## config.mk

```make
export PLATFORM = sky130hd
export DESIGN_NAME = ula_seq
export DESIGN_NICKNAME = d
export VERILOG_FILES = /design/src/rtl/ula_seq.sv
export SDC_FILE = /design/constraint.sdc
export NUM_CORES = 1
export LEC_CHECK = 0
export CAP_MARGIN = 25
export CORE_MARGIN = 5
export CORE_UTILIZATION = 30
export DETAILED_ROUTE_END_ITERATION = 10
export HOLD_SLACK_MARGIN = 0.1
export MAX_ROUTING_LAYER = met4
export PLACE_DENSITY_LB_ADDON = 0.25
export SYNTH_ARGS = -nofsm -noshare
export SYNTH_HDL_FRONTEND = slang
export SYNTH_SLANG_ARGS = --single-unit
```

## constraint.sdc

```tcl
create_clock -name clk -period 5.1 [get_ports clk]
set_clock_uncertainty 0.05 [all_clocks]
set_input_delay 0.51 -clock clk [delete_from_list [all_inputs] [get_ports clk]]
set_output_delay 0.51 -clock clk [all_outputs]
set_load 0.05 [all_outputs]
```

## src/rtl/ula_seq.sv

```systemverilog
// ula_seq: registered, handshaked ALU with flags and iterative one-bit-per-cycle shifts.
// Define ULA_MUL_EN to add the iterative unsigned multiplier on opcode 01100.
module ula_seq #(
    parameter int WIDTH = 32,
    parameter int SHW   = 5
) (
    input  logic             clk,
    input  logic             reset,
    input  logic             in_valid,
    output logic             in_ready,
    input  logic [4:0]       opcode,
    input  logic [WIDTH-1:0] a,
    input  logic [WIDTH-1:0] b,
    input  logic [SHW-1:0]   shamt,
    output logic             out_valid,
    input  logic             out_ready,
    output logic [WIDTH-1:0] result,
    output logic             zero,
    output logic             carry,
    output logic             overflow,
    output logic             negative,
    output logic             illegal
);

    localparam int CW = $clog2(WIDTH + 1);

    localparam logic [4:0] OP_ADD    = 5'b00000;
    localparam logic [4:0] OP_ADDINC = 5'b00001;
    localparam logic [4:0] OP_INCA   = 5'b00011;
    localparam logic [4:0] OP_SUBDEC = 5'b00100;
    localparam logic [4:0] OP_SUB    = 5'b00101;
    localparam logic [4:0] OP_DECA   = 5'b00110;
    localparam logic [4:0] OP_LSL    = 5'b01000;
    localparam logic [4:0] OP_ASR    = 5'b01001;
    localparam logic [4:0] OP_LSR    = 5'b01010;
`ifdef ULA_MUL_EN
    localparam logic [4:0] OP_MUL    = 5'b01100;
`endif

`ifdef ULA_MUL_EN
    typedef enum logic [1:0] {IDLE, SHIFT, DONE, MUL} state_t;
`else
    typedef enum logic [1:0] {IDLE, SHIFT, DONE} state_t;
`endif

    state_t state, state_n;

    logic             accept;
    logic             is_shift;
    logic             go_shift;
    logic [CW-1:0]    n_sat;
    logic [CW-1:0]    cnt;
    logic [4:0]       op_q;

    logic [WIDTH-1:0] shift_val;
    logic [WIDTH-1:0] sh_src;
    logic [WIDTH-1:0] sh_next;
    logic [4:0]       sh_op;
    logic             sh_out;

    logic [WIDTH-1:0] alu_res;
    logic             alu_c;
    logic             alu_v;
    logic             alu_ill;
    logic [WIDTH-1:0] y_op;
    logic [WIDTH:0]   sum;
    logic             cin;
    logic             arith;
    logic             subf;

    logic             load;
    logic [WIDTH-1:0] fin_res;
    logic             fin_c;
    logic             fin_v;
    logic             fin_ill;

`ifdef ULA_MUL_EN
    logic                 start_mul;
    logic [2*WIDTH-1:0]   mul_acc;
    logic [2*WIDTH-1:0]   mul_cand;
    logic [WIDTH-1:0]     mul_plier;
    logic [2*WIDTH-1:0]   mul_acc_n;
    logic [2*WIDTH-1:0]   mul_cand_n;
    logic [WIDTH-1:0]     mul_plier_n;
`endif

    assign accept   = in_valid & in_ready;
    assign is_shift = (opcode == OP_LSL) || (opcode == OP_ASR) || (opcode == OP_LSR);
    assign go_shift = is_shift && (n_sat > CW'(1));
`ifdef ULA_MUL_EN
    assign start_mul = accept && (opcode == OP_MUL);
`endif

    // Shift amounts beyond the datapath width behave exactly like a full-width shift.
    always_comb begin
        if (32'(shamt) >= 32'(WIDTH)) begin
            n_sat = CW'(WIDTH);
        end else begin
            n_sat = CW'(shamt);
        end
    end

    always_ff @(posedge clk or posedge reset) begin
        if (reset) begin
            state <= IDLE;
        end else begin
            state <= state_n;
        end
    end

    always_comb begin
        state_n = state;
        case (state)
            IDLE, DONE: begin
                if (accept) begin
`ifdef ULA_MUL_EN
                    if (start_mul) begin
                        state_n = MUL;
                    end else
`endif
                    if (go_shift) begin
                        state_n = SHIFT;
                    end else begin
                        state_n = DONE;
                    end
                end else if ((state == DONE) && out_ready) begin
                    state_n = IDLE;
                end
            end
            SHIFT: begin
                if (cnt == CW'(1)) begin
                    state_n = DONE;
                end
            end
`ifdef ULA_MUL_EN
            MUL: begin
                if (cnt == CW'(1)) begin
                    state_n = DONE;
                end
            end
`endif
            default: state_n = IDLE;
        endcase
    end

    always_comb begin
        in_ready  = (state == IDLE) || ((state == DONE) && out_ready);
        out_valid = (state == DONE);
    end

    // The accept edge already performs the first shift step, so a shift of n bits takes n cycles.
    always_comb begin
        sh_src  = (state == SHIFT) ? shift_val : a;
        sh_op   = (state == SHIFT) ? op_q : opcode;
        sh_next = sh_src;
        sh_out  = 1'b0;
        case (sh_op)
            OP_LSL: begin
                sh_next = {sh_src[WIDTH-2:0], 1'b0};
                sh_out  = sh_src[WIDTH-1];
            end
            OP_ASR: begin
                sh_next = {sh_src[WIDTH-1], sh_src[WIDTH-1:1]};
                sh_out  = sh_src[0];
            end
            OP_LSR: begin
                sh_next = {1'b0, sh_src[WIDTH-1:1]};
                sh_out  = sh_src[0];
            end
            default: begin
                sh_next = sh_src;
                sh_out  = 1'b0;
            end
        endcase
    end

    // Subtraction is a + ~b + cin, so the unsigned borrow is the inverted carry-out.
    always_comb begin
        alu_res = '0;
        alu_c   = 1'b0;
        alu_v   = 1'b0;
        alu_ill = 1'b0;
        arith   = 1'b0;
        subf    = 1'b0;
        y_op    = b;
        cin     = 1'b0;
        case (opcode)
            OP_ADD:    arith = 1'b1;
            OP_ADDINC: begin arith = 1'b1; cin = 1'b1; end
            OP_INCA:   begin arith = 1'b1; y_op = '0; cin = 1'b1; end
            OP_SUBDEC: begin arith = 1'b1; subf = 1'b1; y_op = ~b; end
            OP_SUB:    begin arith = 1'b1; subf = 1'b1; y_op = ~b; cin = 1'b1; end
            OP_DECA:   begin arith = 1'b1; subf = 1'b1; y_op = '1; end
            OP_LSL, OP_ASR, OP_LSR: alu_res = a;
`ifdef ULA_MUL_EN
            OP_MUL:    alu_res = '0;
`endif
            5'b10000:  alu_res = '0;
            5'b10001:  alu_res = a & b;
            5'b10010:  alu_res = ~a & b;
            5'b10011:  alu_res = b;
            5'b10100:  alu_res = a & ~b;
            5'b10101:  alu_res = a;
            5'b10110:  alu_res = a ^ b;
            5'b10111:  alu_res = a | b;
            5'b11000:  alu_res = ~a & ~b;
            5'b11001:  alu_res = ~(a ^ b);
            5'b11010:  alu_res = ~a;
            5'b11011:  alu_res = ~a | b;
            5'b11100:  alu_res = ~b;
            5'b11101:  alu_res = a | ~b;
            5'b11110:  alu_res = ~a | ~b;
            5'b11111:  alu_res = '1;
            default:   alu_ill = 1'b1;
        endcase
        sum = {1'b0, a} + {1'b0, y_op} + {{WIDTH{1'b0}}, cin};
        if (arith) begin
            alu_res = sum[WIDTH-1:0];
            alu_c   = sum[WIDTH] ^ subf;
            alu_v   = (a[WIDTH-1] == y_op[WIDTH-1]) && (sum[WIDTH-1] != a[WIDTH-1]);
        end
    end

`ifdef ULA_MUL_EN
    // Shift-add multiplier: one multiplier bit per cycle, the first one on the accept edge.
    always_comb begin
        logic [2*WIDTH-1:0] acc_src;
        logic [2*WIDTH-1:0] cand_src;
        logic [WIDTH-1:0]   plier_src;
        if (state == MUL) begin
            acc_src   = mul_acc;
            cand_src  = mul_cand;
            plier_src = mul_plier;
        end else begin
            acc_src   = '0;
            cand_src  = {{WIDTH{1'b0}}, a};
            plier_src = b;
        end
        mul_acc_n   = acc_src + (plier_src[0] ? cand_src : '0);
        mul_cand_n  = cand_src << 1;
        mul_plier_n = plier_src >> 1;
    end

    always_ff @(posedge clk or posedge reset) begin
        if (reset) begin
            mul_acc   <= '0;
            mul_cand  <= '0;
            mul_plier <= '0;
        end else if (start_mul || (state == MUL)) begin
            mul_acc   <= mul_acc_n;
            mul_cand  <= mul_cand_n;
            mul_plier <= mul_plier_n;
        end
    end
`endif

    always_comb begin
        load    = 1'b0;
        fin_res = alu_res;
        fin_c   = alu_c;
        fin_v   = alu_v;
        fin_ill = alu_ill;
        if (state == SHIFT) begin
            fin_res = sh_next;
            fin_c   = sh_out;
            fin_v   = 1'b0;
            fin_ill = 1'b0;
            load    = (cnt == CW'(1));
        end
`ifdef ULA_MUL_EN
        else if (state == MUL) begin
            fin_res = mul_acc_n[WIDTH-1:0];
            fin_c   = |mul_acc_n[2*WIDTH-1:WIDTH];
            fin_v   = 1'b0;
            fin_ill = 1'b0;
            load    = (cnt == CW'(1));
        end
`endif
        else if (accept) begin
`ifdef ULA_MUL_EN
            if (start_mul) begin
                load = 1'b0;
            end else
`endif
            if (is_shift && (n_sat != '0)) begin
                fin_res = sh_next;
                fin_c   = sh_out;
                fin_v   = 1'b0;
                fin_ill = 1'b0;
                load    = (n_sat == CW'(1));
            end else begin
                load = 1'b1;
            end
        end
    end

    always_ff @(posedge clk or posedge reset) begin
        if (reset) begin
            op_q      <= '0;
            shift_val <= '0;
            cnt       <= '0;
            result    <= '0;
            zero      <= 1'b0;
            carry     <= 1'b0;
            overflow  <= 1'b0;
            negative  <= 1'b0;
            illegal   <= 1'b0;
        end else begin
            if (accept) begin
                op_q      <= opcode;
                shift_val <= sh_next;
`ifdef ULA_MUL_EN
                cnt       <= start_mul ? CW'(WIDTH - 1) : (n_sat - CW'(1));
`else
                cnt       <= n_sat - CW'(1);
`endif
            end else if (state == SHIFT) begin
                shift_val <= sh_next;
                cnt       <= cnt - CW'(1);
            end
`ifdef ULA_MUL_EN
            else if (state == MUL) begin
                cnt <= cnt - CW'(1);
            end
`endif
            if (load) begin
                result   <= fin_res;
                zero     <= (fin_res == '0);
                carry    <= fin_c;
                overflow <= fin_v;
                negative <= fin_res[WIDTH-1];
                illegal  <= fin_ill;
            end
        end
    end

endmodule

```

* After elaboration in Yosys (flattened, before gate mapping)
Cells that the tools add are included.
** Word-level totals
- Output and inout bits :: 39
- Logic and storage cells :: 122
- Flip-flop bits (word level) :: 82
** Operators by class
- Reductions and logical operators :: 21
- Add/sub/neg operators :: 4
- Muxes and demuxes :: 37
- Magnitude comparators :: 1
- Equality and inequality tests :: 35
- Bitwise gates (word level) :: 14
** Operators with widths (count)
- 32-bit one-hot mux with 15 select lines :: 1
- 32-bit two-way mux :: 7
- 32-bit one-hot mux with 3 select lines :: 2
- 32-bit bitwise AND :: 4
- 32-bit bitwise OR :: 4
- 32-bit inverter :: 3
- 5-bit equality test, second input constant :: 16
- 32-bit by 32-bit adder with 33-bit output :: 1
- 33-bit by 1-bit adder with 33-bit output :: 1
- 32-bit zero test :: 1
- 32-bit bitwise XOR :: 1
- 5-bit by 4-bit equality test with 1-bit output, second input constant :: 6
- 25-bit OR reduction :: 1
- 1-bit two-way mux :: 18
- 5-bit by 3-bit equality test with 1-bit output, second input constant :: 3
- 6-bit two-way mux :: 2
- 5-bit by 1-bit equality test with 1-bit output, second input constant :: 2
- 2-bit two-way mux :: 4
- 6-bit by 1-bit equality test with 1-bit output, second input constant :: 1
- 6-bit nonzero test :: 1
- 2-bit OR reduction :: 3
- 3-bit OR reduction :: 2
- 6-bit OR reduction :: 1
- 5-bit by 1-bit subtractor with 6-bit output, second input constant :: 1
- other kinds (21) :: 26

* Longest topological paths before layout
- Word-level depth :: 11
- Gate-level depth with buffers :: 24
- Depth with buffers taken out :: 19

* Least setup slack after synthesis
Ideal clock, no wire load.
- Path type :: input to register
- Start :: input opcode[2]
- End :: register zero
- Data arrival time :: 4884 ps
- Required time :: 4982 ps
- Setup slack :: 98 ps
- Cell stages on the path :: 22
- Setup time :: 68 ps
- Path through :: buf_4 buf_6 buf_6 clkbuf_1 clkbuf_1 nand3_1 clkbuf_1 o21ai_0 fa_1 inv_1 fa_1 nand2b_1 a211oi_4 o31ai_2 o21ai_2 a31oi_1 o31ai_2 xnor2_1 a2111o_1 nor4_1 and4_1 a32o_1
** On the way
- Word-level cells in the longest chain between the ends :: 10
- Elaborated cells on any way between the ends :: 50
- Those cells by class :: 2 x add/sub; 26 x eq/ne; 13 x mux; 9 x reduce/logical
** RTL lines
- start: declaration :: RTL line 11 : input logic [4:0] opcode,
- 5-bit by 3-bit equality test with 1-bit output :: RTL line 187 : case (opcode)
- 2-bit OR reduction (no line)
- 32-bit one-hot mux with 3 select lines :: RTL line 187
- 32-bit by 32-bit adder with 33-bit output :: RTL line 216 : sum = {1'b0, a} + {1'b0, y_op} + {{WIDTH{1'b0}}, cin};
- 33-bit by 1-bit adder with 33-bit output :: RTL line 216
- 32-bit two-way mux :: RTL line 217 : if (arith) begin
- 32-bit two-way mux :: RTL line 285 : if (is_shift && (n_sat != '0)) begin
- 32-bit two-way mux :: RTL line 279 : else if (accept) begin
- 32-bit two-way mux :: RTL line 263 : if (state == SHIFT) begin
- 32-bit zero test :: RTL line 328 : zero <= (fin_res == '0);
- end signal: assignment :: RTL line 328
- end: declaration :: RTL line 18 : output logic zero,
Several ways; a longest one is shown, not always the timed one.
A chain may end at the register's enable or synchronous reset.

* Worst setup path in the final report
- Start :: input opcode[4]
- End :: register zero
The elaborated chain is that of the path after synthesis.

==> metrics.txt <==
initial core utilization a little under a third; Worst path max stage delay between 0.4 and 0.5 ns; clock sink total 81; crit path launch type input pin; register bit total from synthesis 81; Bufs and invs on worst path 2; leakage power 5.619 nW; clock buffer depth 2; placed cell area roughly 0.013 mm2; Critical Path Start opcode[4]; logic gate share of total power 56.5%; Tot Pwr 3.695 mW; top post-synthesis cells by count nor2_1, a21oi_1, nand2_1; routed length per instance approximately 26 um; Hold Crit Class register to register; Final ANT Viol Nets 0; Max-Slew Margin vs Limit 36.22%; Max IR drop VDD around 0.16 mV; Tot GR Track Use about 27%; CTS tree yes; CP Max Fanout 4; crit-path cells clkdlybuf4s50_1, a21oi_1, nand3_1, o21ai_1, fa_1, inv_1, fa_1, nand2b_1, a211oi_4, o31ai_2, o21ai_2, a31oi_1, o31ai_2, xnor2_1, a2111o_1, nor4_1, and4_1, a32o_1; Worst-Skew Late Latency about 0.35 ns; Vias 13550; Crit path required time 5.32 ns; GR Overflow Total 0; Cell Area, Synth approximately 0.011 mm2; end of the critical path zero$_DFFE_PP0P_; Final period util 93.32%; syn nets 1697; reg-to-reg startpoint state[1]$_DFFE_PP0P_; most frequent cell after synthesis nor2_1; Synth area leaders dfrtp_1, a21oi_1, nor2_1, nand2_1, o21ai_0; CTS buffer count 9; nature of the critical path endpoint register; flip-flop and latch area 0.002027 mm2; clock network fraction of total power 18.2%; RSZ-0062 raised after global routing false; Yosys top cell by area dfrtp_1; largest net degree at the start of global routing 68; instance count on the critical path 18; syn_area_per_cell ~7 um2; fin. max-slew vios 0; switching share of power a little under half; H-tree depth 3; Least-Margin Pin Slew 0.9568 ns; Post-synth EDFFs 0; vias per inst 6.180; Final Instance Count excl. Fillers approximately 2200; status finished clean; chip width 201.9 um; DRC errors left 0; Fill cells 3908; WS Path Type input pin to register; nets 1834; Die Y 201.9 um; first-pass GRT wire length 83550 um; Post-Synthesis Cells 1582; Max Clk Rate 0.2101 GHz; Final Hold Fails 0; worst reg-to-reg setup slack between 1 and 1.5 ns; DR iter-0 viols between 1500 and 2000; Worst Path Arrival 4.98 ns; Die ar. 0.04075 mm2; FF-to-FF End zero$_DFFE_PP0P_; Seq pwr share 25.3%; synth unique cells 102; vias in the first global route roughly 13000; IO Port Bufs 116; Clock Root Buffer clkbuf_16; Sw Pwr 1.702 mW; share of the synthesized area in the top cell type 18.35%; Ys Warns 0; FFs w/ async S/R, synth 100.0%; dpl hpwl around 43000 um; area occupied by multi-input gates slightly above 0.008 mm2; Final setup viols 0; final worst slack approximately 0.34 ns; Seq/Total Area, Yosys 18.35%; worst reg2reg path depth 12; max-cap viol count 0; share of layout cells above drive strength 1 13.63%; First-pass DRT Iterations 6; drt total wl 56360 um; antenna violations before repair 1; clk slew on worst S/H paths 0.06 ns; top_reg_cell synth dfrtp_1; Layout area overhead 22.88%; PwrDens 272.3 mW/mm2; CP max-delay cell a2111o_1; hold_buf cts 0; internal power 1.994 mW; final worst path period need approximately 4.8 ns; io pins 117; Placed Instances 2175; fin area approximately 0.014 mm2; CP delay by family, top compound AO/OA/AOI/OAI gates; site row count 70; pre-CTS WS -0.01285 ns; GP Congestion 1.018; Core ar. roughly 0.036 mm2
[registers in the layout, summed over array words and instances (netlist names)]
name and flops:
result 32, shift_val 32, cnt 6, op_q 5
state 2, carry 1, illegal 1, overflow 1
zero 1
[logic make-up (layout without fill, tap and decap cells)]
group                    after synthesis  in the layout  share of synthesized area, %
multiplexers                          44             44                         4.815
AND/OR/NAND/NOR                      598            598                         25.70
flip-flops                            81             81                         18.35
buffers and inverters                175            317                         7.523
adder cells (fa/ha/maj)               37             37                         4.328
other                                  0              1                             0
XOR/XNOR                              34             34                         2.697
AO/OA/AOI/OAI                        613            613                         36.59
[routing by layer]
| metal | part of all wire [%] | global-route usage (%) |
|---|---|---|
| met1 | 44 | 37.02 |
| met3 | 9.8 | 5.230 |
| met5 | 0 | - |
| met2 | 43 | 40.48 |
| met4 | 3.4 | 8.789 |
[area by class of cell]
| class | instances | area share [%] |
|---|---|---|
| multi-input cells | 1326 | 60.47 |
| repair buffers | 266 | 17.01 |
| flip-flops and latches | 81 | 14.94 |
| well taps | 468 | 4.315 |
| clock buffers | 12 | 1.890 |
| inverters | 35 | 0.9774 |
| clock inverters | 4 | 0.3781 |
| diodes | 1 | 0.01844 |
[power groups by stage]
stage	combinational, mW	sequential, mW	clock [mW]
2_1_floorplan	0.978	1.21	0
3_3_place_gp	2.04	0.940	0
3_5_place_dp	2.04	0.945	0
4_1_cts	2.05	0.936	0.685
5_1_grt	2.22	0.959	0.704
6_report	2.09	0.935	0.672
[placed cells by master, fill, tap and decap left out, types with 35 or more instances in the layout]
cell	n
a21oi_1	187
o22ai_1	35
dfrtp_1	81
buf_4	146
ha_1	35
clkdlybuf4s50_1	112
o21ai_0	103
a21o_1	40
nor2_1	215
nand2_1	167
[worst min-delay path: cells and delay by family (launching register included)]
kind             cells  cell delay [ns]
DFF                  1             0.34
and+or+nand+nor      2             0.10
[stage by stage]
stage / setup TNS (ns) / utilization (%) / hold WS, ns
after floorplan: 0 / - / 0.3923
after global placement: 0 / 36.30 / 0.3997
after detailed placement: -0.01285 / 36.33 / 0.4047
after CTS: 0 / 37.18 / 0.4183
after global routing: 0 / 37.24 / 0.4468
final: 0 / 37.24 / 0.4141
[repair_timing]
item / in CTS / in global routing
resized for setup: 0 / 3
endpoints found under the setup margin: 0 / 1
buffers inserted: 0 / 0
[worst min-delay path by stage]
stage                           start                     end  slack [ns]  cells past startpoint
3_5_place_dp   result[16]$_DFFE_PP0P_  result[16]$_DFFE_PP0P_        0.40                      2
3_3_place_gp   result[16]$_DFFE_PP0P_  result[16]$_DFFE_PP0P_        0.40                      2
2_1_floorplan     op_q[3]$_DFFE_PP0P_     op_q[3]$_DFFE_PP0P_        0.39                      2
5_1_grt        result[17]$_DFFE_PP0P_  result[17]$_DFFE_PP0P_        0.45                      2
4_1_cts        result[16]$_DFFE_PP0P_  result[16]$_DFFE_PP0P_        0.42                      2
6_report       result[16]$_DFFE_PP0P_  result[16]$_DFFE_PP0P_        0.41                      2
(Power assumes the default switching activity.)
